===== src/rtl/datapath_gen2_pkg.sv =====
// datapath_gen2_pkg: shared definitions for the datapath_gen2 core.
//   - opcode values OP_NOP..OP_HALT
//   - sequencer state encoding
//   - instruction field slicers; an instruction word is
//     {op[3:0], rd[RW-1:0], rs[RW-1:0], imm[DATA_W-1:0]}
//     and is passed in zero-extended to MAX_INSTR_W bits.
package datapath_gen2_pkg;

  // Widest instruction word the slicers accept.
  localparam int MAX_INSTR_W = 64;

  localparam logic [3:0] OP_NOP   = 4'h0;
  localparam logic [3:0] OP_LDI   = 4'h1;
  localparam logic [3:0] OP_MOV   = 4'h2;
  localparam logic [3:0] OP_ADD   = 4'h3;
  localparam logic [3:0] OP_SUB   = 4'h4;
  localparam logic [3:0] OP_AND   = 4'h5;
  localparam logic [3:0] OP_OR    = 4'h6;
  localparam logic [3:0] OP_XOR   = 4'h7;
  localparam logic [3:0] OP_IN    = 4'h8;
  localparam logic [3:0] OP_OUT   = 4'h9;
  localparam logic [3:0] OP_JMP   = 4'hA;
  localparam logic [3:0] OP_JZ    = 4'hB;
  localparam logic [3:0] OP_JC    = 4'hC;
  localparam logic [3:0] OP_JMODE = 4'hD;
  localparam logic [3:0] OP_SHL   = 4'hE;
  localparam logic [3:0] OP_HALT  = 4'hF;

  typedef enum logic [1:0] {
    S_FETCH  = 2'd0,
    S_LOADIR = 2'd1,
    S_EXEC   = 2'd2,
    S_HALT   = 2'd3
  } state_t;

  function automatic logic [3:0] instr_op(input logic [MAX_INSTR_W-1:0] w,
                                          input int rw, input int dw);
    return 4'(w >> (2*rw + dw));
  endfunction

  function automatic logic [MAX_INSTR_W-1:0] instr_rd(input logic [MAX_INSTR_W-1:0] w,
                                                      input int rw, input int dw);
    logic [MAX_INSTR_W-1:0] mask;
    mask = (MAX_INSTR_W'(1) << rw) - MAX_INSTR_W'(1);
    return (w >> (rw + dw)) & mask;
  endfunction

  function automatic logic [MAX_INSTR_W-1:0] instr_rs(input logic [MAX_INSTR_W-1:0] w,
                                                      input int rw, input int dw);
    logic [MAX_INSTR_W-1:0] mask;
    mask = (MAX_INSTR_W'(1) << rw) - MAX_INSTR_W'(1);
    return (w >> dw) & mask;
  endfunction

  function automatic logic [MAX_INSTR_W-1:0] instr_imm(input logic [MAX_INSTR_W-1:0] w,
                                                       input int dw);
    logic [MAX_INSTR_W-1:0] mask;
    mask = (MAX_INSTR_W'(1) << dw) - MAX_INSTR_W'(1);
    return w & mask;
  endfunction

endpackage


===== src/rtl/dp2_alu.sv =====
// dp2_alu: combinational ALU for the flag-setting ops (ADD/SUB/AND/OR/XOR/SHL).
//   op     in  4       opcode; other opcodes give result 0, carry 0
//   a      in  DATA_W  rd operand
//   b      in  DATA_W  rs operand
//   res    out DATA_W  result
//   carry  out 1       ADD carry-out, SUB borrow, SHL shifted-out bit, else 0
//   zero   out 1       res == 0
module dp2_alu
  import datapath_gen2_pkg::*;
#(
  parameter int DATA_W = 8
) (
  input  logic [3:0]        op,
  input  logic [DATA_W-1:0] a,
  input  logic [DATA_W-1:0] b,
  output logic [DATA_W-1:0] res,
  output logic              carry,
  output logic              zero
);

  logic [DATA_W:0] sum;

  assign sum = {1'b0, a} + {1'b0, b};

  always_comb begin
    res   = '0;
    carry = 1'b0;
    case (op)
      OP_ADD: begin res = sum[DATA_W-1:0]; carry = sum[DATA_W]; end
      OP_SUB: begin res = a - b;           carry = (a < b);     end
      OP_AND: res = a & b;
      OP_OR:  res = a | b;
      OP_XOR: res = a ^ b;
      OP_SHL: begin res = {a[DATA_W-2:0], 1'b0}; carry = a[DATA_W-1]; end
      default: ;
    endcase
  end

  assign zero = (res == '0);

endmodule


===== src/rtl/datapath_gen2.sv =====
// datapath_gen2: self-sequenced CPU datapath (register file, ALU, flags,
// branches). Each instruction takes FETCH -> LOADIR -> EXEC; HALT parks the
// core until reset. The ROM is external with one cycle of read latency.
//   Clk        in   1        rising-edge clock
//   Reset      in   1        asynchronous active-low reset
//   run        in   1        allows FETCH to advance
//   data_in    in   DATA_W   operand for IN
//   mode       in   ADDR_W   target for JMODE
//   instr_in   in   INSTR_W  ROM data for pc_addr, one cycle late
//   pc_addr    out  ADDR_W   ROM address (= PC)
//   Output     out  DATA_W   output register written by OUT
//   out_valid  out  1        pulse in the cycle after OUT executes
//   flag_z     out  1        zero flag
//   flag_c     out  1        carry / borrow flag
//   ir_op      out  4        opcode currently held in IR
//   halted     out  1        core is in HALT
module datapath_gen2
  import datapath_gen2_pkg::*;
#(
  parameter int DATA_W  = 8,
  parameter int ADDR_W  = 4,
  parameter int NREG    = 4,
  localparam int RW      = $clog2(NREG),
  localparam int INSTR_W = 4 + 2*RW + DATA_W
) (
  input  logic               Clk,
  input  logic               Reset,
  input  logic               run,
  input  logic [DATA_W-1:0]  data_in,
  input  logic [ADDR_W-1:0]  mode,
  input  logic [INSTR_W-1:0] instr_in,
  output logic [ADDR_W-1:0]  pc_addr,
  output logic [DATA_W-1:0]  Output,
  output logic               out_valid,
  output logic               flag_z,
  output logic               flag_c,
  output logic [3:0]         ir_op,
  output logic               halted
);

  state_t              state_q, state_d;
  logic [ADDR_W-1:0]   pc_q, pc_d;
  logic [INSTR_W-1:0]  ir_q, ir_d;
  logic [DATA_W-1:0]   regs_q [NREG];
  logic [DATA_W-1:0]   regs_d [NREG];
  logic [DATA_W-1:0]   out_q, out_d;
  logic                out_valid_q, out_valid_d;
  logic                z_q, z_d, c_q, c_d;

  logic [3:0]          op;
  logic [RW-1:0]       rd, rs;
  logic [DATA_W-1:0]   imm, rd_val, rs_val;
  logic [DATA_W-1:0]   alu_res;
  logic                alu_carry, alu_zero;

  assign op  = instr_op(MAX_INSTR_W'(ir_q), RW, DATA_W);
  assign rd  = RW'(instr_rd(MAX_INSTR_W'(ir_q), RW, DATA_W));
  assign rs  = RW'(instr_rs(MAX_INSTR_W'(ir_q), RW, DATA_W));
  assign imm = DATA_W'(instr_imm(MAX_INSTR_W'(ir_q), DATA_W));

  // Operands come from the registered file, so rd==rs reads the old value.
  assign rd_val = regs_q[rd];
  assign rs_val = regs_q[rs];

  dp2_alu #(.DATA_W(DATA_W)) u_alu (
    .op    (op),
    .a     (rd_val),
    .b     (rs_val),
    .res   (alu_res),
    .carry (alu_carry),
    .zero  (alu_zero)
  );

  always_comb begin
    state_d     = state_q;
    pc_d        = pc_q;
    ir_d        = ir_q;
    regs_d      = regs_q;
    out_d       = out_q;
    out_valid_d = 1'b0;
    z_d         = z_q;
    c_d         = c_q;
    case (state_q)
      S_FETCH: if (run) state_d = S_LOADIR;
      S_LOADIR: begin
        ir_d    = instr_in;
        state_d = S_EXEC;
      end
      S_EXEC: begin
        state_d = S_FETCH;
        pc_d    = pc_q + ADDR_W'(1);
        case (op)
          OP_LDI: regs_d[rd] = imm;
          OP_MOV: regs_d[rd] = rs_val;
          OP_ADD, OP_SUB, OP_AND, OP_OR, OP_XOR, OP_SHL: begin
            regs_d[rd] = alu_res;
            z_d        = alu_zero;
            c_d        = alu_carry;
          end
          OP_IN:    regs_d[rd] = data_in;
          OP_OUT: begin
            out_d       = rs_val;
            out_valid_d = 1'b1;
          end
          OP_JMP:   pc_d = imm[ADDR_W-1:0];
          OP_JZ:    if (z_q) pc_d = imm[ADDR_W-1:0];
          OP_JC:    if (c_q) pc_d = imm[ADDR_W-1:0];
          OP_JMODE: pc_d = mode;
          OP_HALT: begin
            // PC stays on the HALT instruction.
            state_d = S_HALT;
            pc_d    = pc_q;
          end
          default: ;
        endcase
      end
      S_HALT: ;
      default: state_d = S_FETCH;
    endcase
  end

  always_ff @(posedge Clk or negedge Reset) begin
    if (!Reset) begin
      state_q     <= S_FETCH;
      pc_q        <= '0;
      ir_q        <= '0;
      regs_q      <= '{default: '0};
      out_q       <= '0;
      out_valid_q <= 1'b0;
      z_q         <= 1'b0;
      c_q         <= 1'b0;
    end else begin
      state_q     <= state_d;
      pc_q        <= pc_d;
      ir_q        <= ir_d;
      regs_q      <= regs_d;
      out_q       <= out_d;
      out_valid_q <= out_valid_d;
      z_q         <= z_d;
      c_q         <= c_d;
    end
  end

  assign pc_addr   = pc_q;
  assign Output    = out_q;
  assign out_valid = out_valid_q;
  assign flag_z    = z_q;
  assign flag_c    = c_q;
  assign ir_op     = op;
  assign halted    = (state_q == S_HALT);

endmodule


===== config.mk =====
export PLATFORM = sky130hd
export DESIGN_NAME = datapath_gen2
export DESIGN_NICKNAME = d
export VERILOG_FILES = /design/src/rtl/datapath_gen2_pkg.sv /design/src/rtl/dp2_alu.sv /design/src/rtl/datapath_gen2.sv
export SDC_FILE = /design/constraint.sdc
export NUM_CORES = 1
export LEC_CHECK = 0
export CAP_MARGIN = 10
export CORE_MARGIN = 2
export CORE_UTILIZATION = 58
export DETAILED_ROUTE_END_ITERATION = 6
export PLACE_DENSITY = 0.91
export SLEW_MARGIN = 20
export SYNTH_ARGS = -nofsm -noshare
export SYNTH_HDL_FRONTEND = slang
export SYNTH_SLANG_ARGS = --single-unit

===== constraint.sdc =====
create_clock -name Clk -period 4.2 [get_ports Clk]
set_clock_uncertainty 0.05 [all_clocks]
set_input_delay 0.42 -clock Clk [delete_from_list [all_inputs] [get_ports Clk]]
set_output_delay 0.42 -clock Clk [all_outputs]
set_load 0.01 [all_outputs]

==> flow_summary.toml, run 1 <==
[outcome]
outcome = "finished clean"

[logic_synthesis]
synth-simple-area-share_pct = 15.30
synth-edff-count = 0
ys_warn_count = 0
synth_top_family_by_area = "compound AO/OA/AOI/OAI gates"
postSynth.asyncResetShare_pct = 100.0
synth_cell_types = 67
synthMuxAreaShare_pct = 13.98
ys.flop_type = "dfrtp_1"
synth_fa_ha_area_share_pct = 8.426
synth-xor-area-share_pct = 0.5330
syn_area_per_cell_um2 = 9.426
netlist_area_mm2 = 0.004930
ys_seq_elements = 65
ys_seq_area_share_pct = 32.99
synth_nets = 586
netlist_instances = 523
synth_compound_area_share_pct = 22.94

[timing]
rsz0062_at_grt = "no"
fmax_ghz = 0.2686
worst_pin_slew_ns = 0.9121
slew_viol_final = 0
hold_viol_final = 0
finalCritPeriodShare_pct = 88.66
finalSetupViolations = 0
slew_headroom_pct = 39.20
period_minus_slack_ns = 3.724
finalSetupTns_ns = 0

[layout]
n_antenna_cell = 0
nets = 624
fin_util_pct = 69.44
final_cell_mix = "65 x dfrtp_1, 49 x clkdlybuf4s50_1, 46 x nand2_1"
layout.cells.most_common = "dfrtp_1"
area_growth_pct = 15.74
drive_gt1_share_pct = 12.72

[setup_path]
cpPeakStageDelay_ns = 0.74
worstPathCellList = "mux4_1 > inv_1 > ha_1 > a211oi_1 > nor2_1 > a221oi_1 > o21ai_0 > a211oi_1 > a31oi_1"
critPathCaptureType = "register"
critical_path_class = "register to register"
r2r_start = "ir_q[10]"
start_kind = "register"
worst_ep_required_time_ns = 4.37
startpoint = "ir_q[10]"
slowest_stage = "mux4_1"
path_buf_inv = 1
crit_top_cell = "a211oi_1"
cpLargestDelayFamily = "compound AO/OA/AOI/OAI gates"
worstPathArrival_ns = 3.89
r2r_cells = 9
ff2ff_setup_slack_ns = 0.48
critical_path_depth = 9
critPathMaxFanout = 6

[drt]
drt-vias-per-instance = 6.826
drtPass1Iterations = 5
wl_per_cell_um = 21.86
vias = 4580
drtIter0Drc = 443
final_antenna_net_count = 0
drt-total-wl_mm = 14.67
drc_errors = 0

[cts]
hold_buffers = 0
cts_root_buffer = "clkbuf_8"
path_clk_slew_ns = 0.10
cts_tree = "yes"
clockBufferDepth = 2
htreeDepth = 3
cts_buffers = 9
cts_resized = 0
insertion_delay_ns = 0.36
cts_setup_buffers = 0
clock-sinks = 65

[place]
port_buffers = 50
place_hpwl_mm = 10.69
gp_routability_congestion = 0.9197

[global_routing]
overflow = 0
grt_antenna_before_repair = 0
first_global_vias = 4464
grt_max_degree = 38
grt_pass1_wl_mm = 23.20
grt_usage_pct = 33.57

[floorplanning]
rows = 33
die_area_mm2 = 0.009253
initial_core_util_pct = 60.00
ios = 51
die_h_um = 96.19
die_w_um = 96.19
coreArea_mm2 = 0.008217

[worst_hold_path]
min_path_type = "input port to asynchronous set/reset pin"

[run]
drv_cap = 0
[logic make-up after synthesis]
logic type,Yosys count
AO/OA/AOI/OAI,160
AND/OR/NAND/NOR,153
buffers and inverters,67
flip-flops,65
multiplexers,43
adder cells (fa/ha/maj),32
XOR/XNOR,3
[synthesized netlist by cell type, types with 11 or more instances]
cell	number	area [um^2]
dfrtp_1	65	1627
o21ai_0	44	220.2
inv_1	30	112.6
nand3_1	13	65.06
a31oi_1	12	75.07
nor2b_1	12	75.07
ha_1	30	375.4
nand2_1	46	172.7
a21oi_1	12	60.06
nor2_1	36	135.1
clkbuf_1	21	78.83
a211oi_1	11	82.58
mux2_2	19	214.0
mux4_2	11	247.7
[stage by stage]
stage / setup slack [ns] / std cells / hold WS [ns] / cell area [um^2]
5_1_grt: 0.3095 / 671 / 0.08466 / 5705
4_1_cts: 0.5602 / 671 / 0.03683 / 5705
6_report: 0.4765 / 671 / 0.03272 / 5705
2_1_floorplan: 0.8609 / 523 / 0.07441 / 4930
3_3_place_gp: 0.6956 / 655 / 0.4114 / 5499
3_5_place_dp: 0.5859 / 655 / 0.4248 / 5499
[worst reg2reg max path, cell delays in order (launching register included)]
cell	delay [ns]
dfrtp_1	0.53
mux4_1	0.75
inv_1	0.15
ha_1	0.26
a211oi_1	0.49
nor2_1	0.12
a221oi_1	0.30
o21ai_0	0.31
a211oi_1	0.48
a31oi_1	0.14
[worst min path at each step]
stage / from / to / cells past startpoint
2_1_floorplan: Reset / Output[0] / 0
3_3_place_gp: Output[7] / Output[7] / 2
3_5_place_dp: Output[1] / Output[1] / 2
4_1_cts: Reset / asynchronous set/reset pin / 1
5_1_grt: Reset / ir_q[11] / 1
6_report: Reset / asynchronous set/reset pin / 1
[layer usage]
layer,vias to the layer above,global-route usage [%],share of wire (%)
li1,2031,-,-
met1,2163,44.87,40
met2,324,52.78,46
met3,62,7.753,10
met4,0,13.45,3.4
met5,-,0,0
[area by class of cell]
cell class / count / area (um^2)
well taps: 105 / 131.4
inverters: 30 / 112.6
clock buffers: 9 / 123.9
multi-input cells: 391 / 3028
flip-flops and latches: 65 / 1627
repair buffers: 64 / 600.6
clock inverters: 7 / 82.58
fillers: 594 / 2511
Power of run 1 is not shown: default switching activity piles up to over one toggle a cycle in this logic, so the estimate is an artifact.
==> run 2, diff against run 1 <==
Settings changed: SKIP_CTS_REPAIR_TIMING set to 1.
==> results of run 2 <==
No change in the layout: final DEF, timing and power equal those of run 1.
Power of run 2 is left out for the same reason.
==> run 3, diff against run 2 <==
Settings changed: CTS_CLUSTER_DIAMETER set to 50.
==> results of run 3 <==
No change in the layout: final DEF, timing and power equal those of run 1.
Power of run 3 is left out for the same reason.
